==> config.mk <==
export PLATFORM = sky130hd
export DESIGN_NAME = hazard_ctrl
export DESIGN_NICKNAME = d
export VERILOG_FILES = /design/src/rtl/hazard_ctrl.sv
export SDC_FILE = /design/constraint.sdc
export NUM_CORES = 1
export LEC_CHECK = 0
export CELL_PAD_IN_SITES_DETAIL_PLACEMENT = 0
export CELL_PAD_IN_SITES_GLOBAL_PLACEMENT = 1
export CORE_MARGIN = 3
export CORE_UTILIZATION = 36
export DETAILED_ROUTE_END_ITERATION = 10
export GPL_ROUTABILITY_DRIVEN = 0
export GPL_TIMING_DRIVEN = 1
export PLACE_DENSITY_LB_ADDON = 0.1
export SLEW_MARGIN = 0
export SYNTH_ARGS = -nofsm -noshare
export SYNTH_HDL_FRONTEND = slang
export SYNTH_SLANG_ARGS = --single-unit
==> constraint.sdc <==
create_clock -name clk -period 2.4 [get_ports clk]
set_input_delay 0.24 -clock clk [delete_from_list [all_inputs] [get_ports clk]]
set_output_delay 0.24 -clock clk [all_outputs]
set_load 0.05 [all_outputs]
==> src/rtl/hazard_ctrl.sv <==
// hazard_ctrl: pipeline sequencing controller for the 5-stage LEGv8 core.
// Drives the PC/IF-ID write enables, the ID/EX bubble, per-stage flushes and
// the global freeze. It resolves data-memory waits, taken branches and
// load-use hazards in that priority order, and keeps saturating counters.
//
// Handshake: dmem_ready is a single-cycle completion strobe. While mem_access
// is high and dmem_ready is low, the access is outstanding and the pipeline
// freezes. The freeze lasts at most TIMEOUT consecutive cycles. The cycle in
// which mem_access and dmem_ready are both high completes the access.
module hazard_ctrl #(
  parameter int REG_W   = 5,
  parameter int TIMEOUT = 8,
  parameter int CNT_W   = 32
) (
  input  logic             clk,
  input  logic             reset,
  input  logic [REG_W-1:0] id_rn,
  input  logic [REG_W-1:0] id_rm,
  input  logic             id_uses_rn,
  input  logic             id_uses_rm,
  input  logic             ex_memread,
  input  logic [REG_W-1:0] ex_rd,
  input  logic             mem_branch_taken,
  input  logic             mem_access,
  input  logic             dmem_ready,
  output logic             pc_write,
  output logic             ifid_write,
  output logic             idex_bubble,
  output logic             ifid_flush,
  output logic             idex_flush,
  output logic             exmem_flush,
  output logic             pipe_en,
  output logic             mem_err,
  output logic [CNT_W-1:0] stall_cnt,
  output logic [CNT_W-1:0] flush_cnt,
  output logic             dbg_state
);

  typedef enum logic {
    ST_RUN   = 1'b0,
    ST_MWAIT = 1'b1
  } state_t;

  localparam int                WC_W      = $clog2(TIMEOUT + 1);
  localparam logic [WC_W-1:0]   TIMEOUT_V = WC_W'(TIMEOUT);
  localparam logic [REG_W-1:0]  XZR       = '1;
  localparam logic [CNT_W-1:0]  CNT_MAX   = '1;

  state_t            r_state;
  logic [WC_W-1:0]   r_wait_cnt;
  logic              r_mem_err;
  logic [CNT_W-1:0]  r_stall_cnt;
  logic [CNT_W-1:0]  r_flush_cnt;

  state_t            w_state_nxt;
  logic [WC_W-1:0]   w_wait_nxt;
  logic              w_err_nxt;
  logic              w_stall_inc;
  logic              w_flush_inc;
  logic              w_mem_block;
  logic              w_load_use;

  // Outstanding access, and a load in EX feeding a source register in ID (XZR never hazards)
  always_comb begin
    w_mem_block = mem_access && !dmem_ready;
    w_load_use  = ex_memread && (ex_rd != XZR) &&
                  ((id_uses_rn && (id_rn == ex_rd)) ||
                   (id_uses_rm && (id_rm == ex_rd)));
  end

  // Case selection: memory freeze, else (timeout fall-through) branch, load-use, normal
  always_comb begin
    w_state_nxt = ST_RUN;
    w_wait_nxt  = '0;
    w_err_nxt   = r_mem_err;
    w_stall_inc = 1'b0;
    w_flush_inc = 1'b0;
    pc_write    = 1'b0;
    ifid_write  = 1'b0;
    idex_bubble = 1'b0;
    ifid_flush  = 1'b0;
    idex_flush  = 1'b0;
    exmem_flush = 1'b0;
    pipe_en     = 1'b0;
    if (reset) begin
      if (w_mem_block && (r_wait_cnt < TIMEOUT_V)) begin
        // Whole pipeline held; a taken branch in MEM waits out the freeze
        w_state_nxt = ST_MWAIT;
        w_wait_nxt  = r_wait_cnt + WC_W'(1);
        w_stall_inc = 1'b1;
      end else begin
        // Still blocked here means the wait budget is spent: release and flag
        if (w_mem_block) begin
          w_err_nxt = 1'b1;
        end
        if (mem_branch_taken) begin
          pc_write    = 1'b1;
          ifid_write  = 1'b1;
          pipe_en     = 1'b1;
          ifid_flush  = 1'b1;
          idex_flush  = 1'b1;
          exmem_flush = 1'b1;
          w_flush_inc = 1'b1;
        end else if (w_load_use) begin
          idex_bubble = 1'b1;
          pipe_en     = 1'b1;
          w_stall_inc = 1'b1;
        end else begin
          pc_write    = 1'b1;
          ifid_write  = 1'b1;
          pipe_en     = 1'b1;
        end
      end
    end
  end

  // State, wait counter, sticky error and saturating counters
  always_ff @(posedge clk) begin
    if (!reset) begin
      r_state     <= ST_RUN;
      r_wait_cnt  <= '0;
      r_mem_err   <= 1'b0;
      r_stall_cnt <= '0;
      r_flush_cnt <= '0;
    end else begin
      r_state    <= w_state_nxt;
      r_wait_cnt <= w_wait_nxt;
      r_mem_err  <= w_err_nxt;
      if (w_stall_inc && (r_stall_cnt != CNT_MAX)) begin
        r_stall_cnt <= r_stall_cnt + CNT_W'(1);
      end
      if (w_flush_inc && (r_flush_cnt != CNT_MAX)) begin
        r_flush_cnt <= r_flush_cnt + CNT_W'(1);
      end
    end
  end

  assign mem_err   = r_mem_err;
  assign stall_cnt = r_stall_cnt;
  assign flush_cnt = r_flush_cnt;
  assign dbg_state = r_state;

endmodule
Yosys cells after proc, flatten, opt, wreduce, memory -nomap -nowiden
Cells that the tools add are included.
{"block": "classes", "magnitude_cmp": 1, "n_addsub": 3, "n_mux": 16, "reduce_logical": 12, "n_eq_ne": 5, "bitwise": 1}
{"operator": "32-bit by 1-bit adder with 32-bit output (second input constant)", "count": 2}
{"operator": "32-bit inequality test (second input constant)", "count": 2}
{"operator": "1-bit two-way mux", "count": 16}
{"operator": "5-bit == test", "count": 2}
{"operator": "1-bit logical AND", "count": 8}
{"operator": "5-bit inequality test (second input constant)", "count": 1}
{"operator": "4-bit by 1-bit adder with 4-bit output (second input constant)", "count": 1}
{"operator": "4-bit less-than comparator (second input constant)", "count": 1}
{"operator": "2-bit AND reduction", "count": 2}
{"operator": "1-bit logical NOT", "count": 1}
{"operator": "1-bit logical OR", "count": 1}
{"operator": "1-bit inverter", "count": 1}
{"block": "word_totals", "ff_bits": 70, "output_inout_bits": 73, "input_bits": 23, "wordCells": 43}

Logic depth before layout (Yosys ltp)
Gate-level depths: netlist of run 1.
{"block": "logic_depth", "word_depth": 9, "mapped_depth": 9, "mapped_depth_nobuf": 7}

Worst setup path after synthesis of run 1
No wires, ideal clock.
{"block": "synth_path", "path_type": "register to output", "start": "reg r_wait_cnt[3]", "end": "out pc_write", "setup_slack_ps": -608, "n_path_buf": 1, "required_ps": 2160, "stages_incl_launch_ff": 5, "arrival_ps": 2768, "path_cell_list": "dfxtp_1 > nor3b_1 > nor2_1 > a21boi_0 > buf_4"}
{"block": "synth_via", "elab_chain_cells": 4}
{"element": "from (decl)", "line": "50", "rtl": "logic [WC_W-1:0] r_wait_cnt;"}
{"element": "from (signal assigned)", "line": "127", "rtl": "r_wait_cnt <= w_wait_nxt;"}
{"element": "4-bit less-than comparator", "line": "86", "rtl": "if (w_mem_block && (r_wait_cnt < TIMEOUT_V)) begin"}
{"element": "1-bit logical AND", "line": "86"}
{"element": "1-bit two-way mux (2 in a row)"}
{"element": "to (decl)", "line": "26", "rtl": "output logic pc_write,"}
No other way between the ends.

Worst setup path after layout of run 1
{"block": "layout_path", "start": "reg r_stall_cnt[16] (netlist: stall_cnt[16])", "end": "reg r_stall_cnt[30] (netlist: stall_cnt[30])"}
{"block": "layout_via", "elab_chain_cells": 2, "word_cells_on_any_way": 3, "cone_classes": "add/sub (1); eq/ne (1); reduce/logical (1)"}
{"element": "from (decl)", "line": "52", "rtl": "logic [CNT_W-1:0] r_stall_cnt;"}
{"element": "from (signal assigned)", "line": "130", "rtl": "r_stall_cnt <= r_stall_cnt + CNT_W'(1);"}
{"element": "branches (longest 2 deep; another with 32-bit by 1-bit adder with 32-bit output)"}
Parallel ways; which one is timed is not known.
A chain may end at the register's enable or synchronous reset.

==> out/metrics.csv, run 1 <==
metric,value,unit
status,finished clean,
R2R Path Start,stall_cnt[16],
Yosys reg bits,70,
Synth Flop Type,dfxtp_1,
setup ws final,0.197,ns
slew of the pin with the lowest slew margin,0.723,ns
Max Cap Violations,0,
via count,3410,
vias in the first global route,3233,
clock tree root buffer cell,clkbuf_8,
Adder-Cell Fraction of Synth Area,0.0105,
crit path kind,reg -> reg,
clock-pin slew on the worst setup and hold paths,0.08,ns
vias per cell,5.20,
Post-synth ARST share,0,
Crit. End Element,flip-flop,
Worst EP required,2.68,ns
Initial DRC Count,127,
Inserted Clock Buffers,9,
"Data arrival, critical path",2.48,ns
Filler cells,911,
Pwr Total,2520,µW
placed cells,640,
die width,106,µm
Hold Path Class,reg -> reg,
cells after synthesis,414,
worst-case clock skew,0.0146,ns
Total Routing Usage GR,0.173,
Initial Util,0.379,
DIE HEIGHT,106,µm
Final Max Slew Viols,0,
syn_area_per_cell,8.65,µm²
Compound-Gate Fraction of Synth Area,0.108,
start point of the worst hold path,r_wait_cnt[1],
htree depth,3,
final-report hold violation count,0,
IO buf count,95,
fin crit share,0.918,
synth-to-layout area growth,42.7,%
first-pass GRT wire length,15.9,mm
hold buffer count at CTS,0,
largest net degree at the start of global routing,34,
post-synthesis net count,440,
post-CTS setup buffer count,0,
sequential share of the synthesized area,0.391,
Die ar.,11200,µm²
Unique masters post-synth,51,
yosys warns,0,
pre-CTS setup slack,-0.0373,ns
min Tclk post-route,2.20,ns
Detailed Routing Iterations Pass 1,4,
mux contribution to synthesized area,0.0196,
PwrDens,493,nW/µm²
DR DRC count,0,
"antenna viol nets, final",0,
core area,9460,µm²
gr ovfl total,0,
CTS tree,done,
static leakage,0.00183,µW
PostCTS Resize Cnt,0,
clk sinks,70,
simple-gate share of the synthesized area,0.313,
setup_tns,0,ns
row cnt,35,
Crit Path Max Fanout,6,
max_slew headroom,0.517,
Crit. Startpoint,stall_cnt[16],
Inserted Diodes,0,
Post-synth EDFFs,0,
post-route core utilization,0.540,
crit path launch type,flip-flop,
Non-Filler Instances,656,
Final setup viols,0,
io pins,96,
Max Root-Sink Buffers,2,
mean routed wirelength per cell,14.6,µm
Post-Synth XOR/XNOR Area,0.112,
layout cell share with drive strength beyond 1,0.137,
largest family of logic cells by synthesized area,simple AND/OR/NAND/NOR gates,
peak supply drop,0.000315,V
Final nets,548,
WL final,9.59,mm
initial antenna violation count,0,
Worst-Skew Late Latency,0.35,ns
fmax,454,MHz
RSZ-0062 raised after global routing,no,
Detailed Place HPWL,7.01,mm
post-synthesis cell area,3580,µm²
-- routing by layer --
layer / vias up / track usage / wire length, µm
met4: 0 / 0.0592 / 147
met1: 1607 / 0.227 / 4420
met2: 69 / 0.282 / 4670
met3: 11 / 0.0367 / 359
li1: 1723 / - / -
met5: - / 0 / 0
-- cells in the mapped netlist, drive strengths merged, types with 2 or more instances --
master / count / area share
mux2i: 7 / 0.020
nand2: 32 / 0.034
nor4: 13 / 0.031
clkbuf: 15 / 0.021
a21boi: 2 / 0.0042
a21oi: 16 / 0.022
and4: 7 / 0.017
buf: 7 / 0.014
o31ai: 9 / 0.019
nor2: 45 / 0.047
o311ai: 2 / 0.0049
nand2b: 8 / 0.014
or3: 6 / 0.010
or4: 9 / 0.019
o41ai: 2 / 0.0049
o21ai: 8 / 0.011
inv: 9 / 0.0094
dfxtp: 70 / 0.39
a31oi: 2 / 0.0035
and2: 2 / 0.0035
xor2: 32 / 0.078
nand3: 24 / 0.034
ha: 3 / 0.010
nor3: 5 / 0.0070
o31a: 3 / 0.0073
xnor2: 14 / 0.034
and3: 13 / 0.023
o21a: 4 / 0.0084
nand4: 29 / 0.059
o211ai: 2 / 0.0042
or2: 3 / 0.0052
-- sequential cells by signal, summed over array words and instances (netlist names) --
name and count:
flush_cnt 32, stall_cnt 32, r_wait_cnt 4, dbg_state 1, mem_err 1
-- power breakdown --
part	switching [µW]	total (µW)	internal [µW]
Sequential	5.40	1170	1170
Clock	475	1120	642
Combinational	125	233	108
-- layout by cell type (no fill, tap or decap), types with 2 or more instances in the layout --
master and count:
xnor2_1 14, or3_1 6, o41ai_1 2, inv_1 8, nor4_4 2, nand4_4 2, nor4_1 10, ha_1 3
a31oi_1 2, clkbuf_8 11, bufinv_16 2, or2_2 3, o21ai_0 8, o21a_1 4, nand2b_1 8, dfxtp_2 11
or4_1 9, nor3_1 5, nand4_1 27, o31ai_1 9, and2_1 2, dfxtp_1 59, clkdlybuf4s50_1 88, o31a_1 3
and4_1 6, nand3_1 24, buf_4 21, nor2_1 45, o311ai_0 2, buf_12 10, xor2_1 32, mux2i_1 7
and3_1 12, o211ai_1 2, a21oi_1 16, nand2_1 31
-- final timing paths --
path | end | slack, ns | cells past startpoint
setup / recovery | stall_cnt[30] | 0.20 | 6
hold / removal | r_wait_cnt[3] | 0.48 | 2
setup reg to reg | stall_cnt[30] | 0.20 | 6
hold reg to reg | r_wait_cnt[3] | 0.48 | 2
-- stage by stage --
step / area (µm²) / hold slack, ns
final: 5110 / 0.477
after global routing: 5110 / 0.495
after CTS: 5100 / 0.483
after floorplan: 3600 / 0.385
after detailed placement: 4870 / 0.473
after global placement: 4870 / 0.433
-- layout make-up --
cell class                      instances  area [µm²]  share of cell area
Clock buffer                           11         151              0.0296
Clock inverter                          5        81.3              0.0159
Inverter                                9        33.8             0.00661
Multi-Input combinational cell        313        2030               0.397
Sequential cell                        70        1420               0.277
Tap cell                              129         161              0.0316
Timing Repair Buffer                  119        1240               0.242
-- cell families (layout without fill, tap and decap cells) --
logic type,Yosys count,count (layout)
DFF,70,70
and+or+nand+nor,200,200
AOI/OAI and AO/OA,57,57
buffers and inverters,31,144
muxes,7,7
xor gates and xnor gates,46,46
adders and majority gates,3,3
-- worst max-delay path, cell delays in order, from the launching register on --
cell     delay (ns)
dfxtp_2        0.38
nand4_1        0.24
nor4_4         0.36
nand2_2        0.15
or4_1          0.55
or3_1          0.32
a21oi_1        0.14
Note: power is estimated with default switching activity, not from simulation.
==> run 2, diff against run 1 <==
--- a/config.mk
+++ b/config.mk
@@ -5,10 +5,11 @@
 export SDC_FILE = /design/constraint.sdc
 export NUM_CORES = 1
 export LEC_CHECK = 0
+export ABC_AREA = 1
 export CELL_PAD_IN_SITES_DETAIL_PLACEMENT = 0
 export CELL_PAD_IN_SITES_GLOBAL_PLACEMENT = 1
 export CORE_MARGIN = 3
-export CORE_UTILIZATION = 36
+export CORE_UTILIZATION = 35
 export DETAILED_ROUTE_END_ITERATION = 10
 export GPL_ROUTABILITY_DRIVEN = 0
 export GPL_TIMING_DRIVEN = 1
==> run 2 against run 1 <==
  * Count of clock-buffer cells in the layout grew 1
  * Sequential share of layout area shrank 2.7 points
  * Final area grew 9.8%
  * Global-route usage grew 1.1 points
  * Via count grew 31%
  * First-iteration DRC count grew 98%
  * Clock power grew 6%
  * Worst hold slack lost 0.16 ns
  * Highest routed layer unchanged
==> out/metrics.csv, run 2 <==
metric,value,unit,change
clock tree root buffer cell,clkbuf_16,,
largest net degree at the start of global routing,37,,+8.8%
top cell type's share of synthesized area,0.329,,-0.0626
die width,116,µm,+10%
Hold Path Class,in -> reg,,
Initial DRC Count,251,,+98%
Synth area leader,dfxtp_1,,
Post-synth ARST share,0,,unchanged
Worst EP required,2.16,ns,-0.52 ns
Initial Util,0.366,,-0.0131
setup_tns,0,ns,unchanged
"commonest non-fill, non-tap cell in the layout",nand2_1,,
Unique masters post-synth,28,,-45%
post-CTS setup buffer count,0,,unchanged
post-synthesis cell area,4260,µm²,+19%
slew of the pin with the lowest slew margin,0.517,ns,-0.205 ns
"top cells by count, synth","203 x nand2_1, 111 x nor2_1, 80 x inv_1, 70 x dfxtp_1, 55 x nand3_1",,
Yosys reg bits,70,,unchanged
crit path launch type,input pin,,
Max Root-Sink Buffers,2,,unchanged
row cnt,39,,+11%
vias in the first global route,4149,,+28%
clk sinks,70,,unchanged
Max Cap Violations,0,,unchanged
CTS tree,done,,
gr ovfl total,0,,unchanged
Synth area leaders,"dfxtp_1 33%, nand2_1 18%, nor2_1 9.8%",,
peak supply drop,0.000242,V,-23%
synth-to-layout area growth,31.7,%,
yosys warns,0,,unchanged
WL final,11.8,mm,+23%
vias per cell,4.81,,-7.5%
Inserted Clock Buffers,9,,unchanged
max_slew headroom,0.654,,+0.137
post-route core utilization,0.481,,-0.0590
fmax,464,MHz,+2.2%
Inserted Diodes,0,,unchanged
Synth Flop Type,dfxtp_1,,
mean routed wirelength per cell,12.7,µm,-13%
layout cell share with drive strength beyond 1,0.0804,,-0.0563
RSZ-0062 raised after global routing,no,,
"antenna viol nets, final",0,,unchanged
Final Max Slew Viols,0,,unchanged
DR DRC count,0,,unchanged
cells after synthesis,689,,+66%
post-synthesis net count,715,,+63%
DIE HEIGHT,116,µm,+10%
IO buf count,95,,unchanged
via count,4456,,+31%
initial antenna violation count,0,,unchanged
fin crit share,0.898,,-0.0196
hold buffer count at CTS,0,,unchanged
core area,11700,µm²,+23%
first-pass GRT wire length,19.8,mm,+24%
"Data arrival, critical path",1.92,ns,-0.56 ns
syn_area_per_cell,6.19,µm²,-28%
Final setup viols,0,,unchanged
Worst-Skew Late Latency,0.34,ns,about the same
static leakage,0.00216,µW,+18%
status,finished clean,,
Crit. End Element,primary output,,
io pins,96,,unchanged
clock-pin slew on the worst setup and hold paths,0.05,ns,-0.03 ns
Detailed Place HPWL,8.77,mm,+25%
Final nets,807,,+47%
PwrDens,465,nW/µm²,-5.8%
Total Routing Usage GR,0.184,,+0.0111
Die ar.,13500,µm²,+21%
Post-synth EDFFs,0,,unchanged
Crit Path Max Fanout,4,,-2
worst-case clock skew,0.00532,ns,-0.00929 ns
crit path kind,in -> out,,
sequential share of the synthesized area,0.329,,-0.0626
"commonest cells after routing, fill and taps aside","203 x nand2_1, 111 x nor2_1, 87 x clkdlybuf4s50_1, 80 x inv_1, 70 x dfxtp_1",,
htree depth,3,,unchanged
final-report hold violation count,0,,unchanged
Detailed Routing Iterations Pass 1,5,,+1
min Tclk post-route,2.16,ns,-0.0470 ns
top-count cell post-synth,nand2_1,,
PostCTS Resize Cnt,0,,unchanged
-- run 2: where the power goes --
group | switching [µW] | internal, µW | total, µW
Clock | 474 | 712 | 1190
Combinational | 150 | 95.4 | 245
Sequential | 7.45 | 1170 | 1180
Total | 632 | 1980 | 2610
-- run 2: cells by family (layout without fill, tap and decap cells) --
kind of cell,after synthesis,in the layout,share of synthesized area
DFF,70,70,0.329
adders and majority gates,3,3,0.00880
AOI/OAI and AO/OA,59,59,0.0698
and+or+nand+nor,443,443,0.463
buffers and inverters,103,198,0.107
xor gates and xnor gates,11,11,0.0226
-- run 2: worst max-delay path, stage by stage --
cell,delay (ns)
clkdlybuf4s50_1,0.54
nand4_1,0.09
o21ai_0,0.17
nor2_1,0.07
nand2_1,0.09
nand2_1,0.10
nor2_1,0.40
buf_12,0.20
-- run 2: final timing paths --
check,from,end,slack (ns),cells after the start
worst max-delay path,ex_rd[0],pc_write,0.24,8
worst min-delay path,reset,flush_cnt[24],0.31,3
worst max register to register,flush_cnt[0],flush_cnt[7],0.32,10
worst min register to register,r_wait_cnt[0],r_wait_cnt[0],0.45,1
-- run 2: area by class of cell --
type / instances / area [µm²]
Sequential cell: 70 / 1400
Fill cell: 1260 / 6050
Timing Repair Buffer: 103 / 1060
Tap cell: 143 / 179
Clock buffer: 12 / 246
Clock inverter: 2 / 10.0
Inverter: 81 / 307
Multi-Input combinational cell: 516 / 2410
-- run 2: metal layers --
metal	GRT usage	share of wire	wire [µm]
met2	0.275	0.43	5110
met3	0.0611	0.057	678
met4	0.0464	0.0093	110
met1	0.256	0.50	5910
met5	0	0	0
-- run 2: metrics by stage --
stage / setup slack [ns] / std cells / hold WS [ns] / total power (µW) / area [µm²]
global placement: 0.259 / 913 / 0.423 / 1450 / 5360
floorplan: 0.268 / 689 / 0.384 / 1350 / 4260
detailed placement: 0.214 / 913 / 0.444 / 1450 / 5360
CTS: 0.208 / 927 / 0.295 / 2670 / 5610
global route: 0.0384 / 927 / 0.304 / 2740 / 5610
finish: 0.244 / 927 / 0.314 / 2610 / 5610
==> run 3, diff against run 2 <==
--- a/config.mk
+++ b/config.mk
@@ -14,7 +14,7 @@
 export GPL_ROUTABILITY_DRIVEN = 0
 export GPL_TIMING_DRIVEN = 1
 export PLACE_DENSITY_LB_ADDON = 0.1
-export SLEW_MARGIN = 0
+export SLEW_MARGIN = 10
 export SYNTH_ARGS = -nofsm -noshare
 export SYNTH_HDL_FRONTEND = slang
 export SYNTH_SLANG_ARGS = --single-unit
==> results of run 3 <==
Final layout, timing and power as in run 2 (identical DEF).
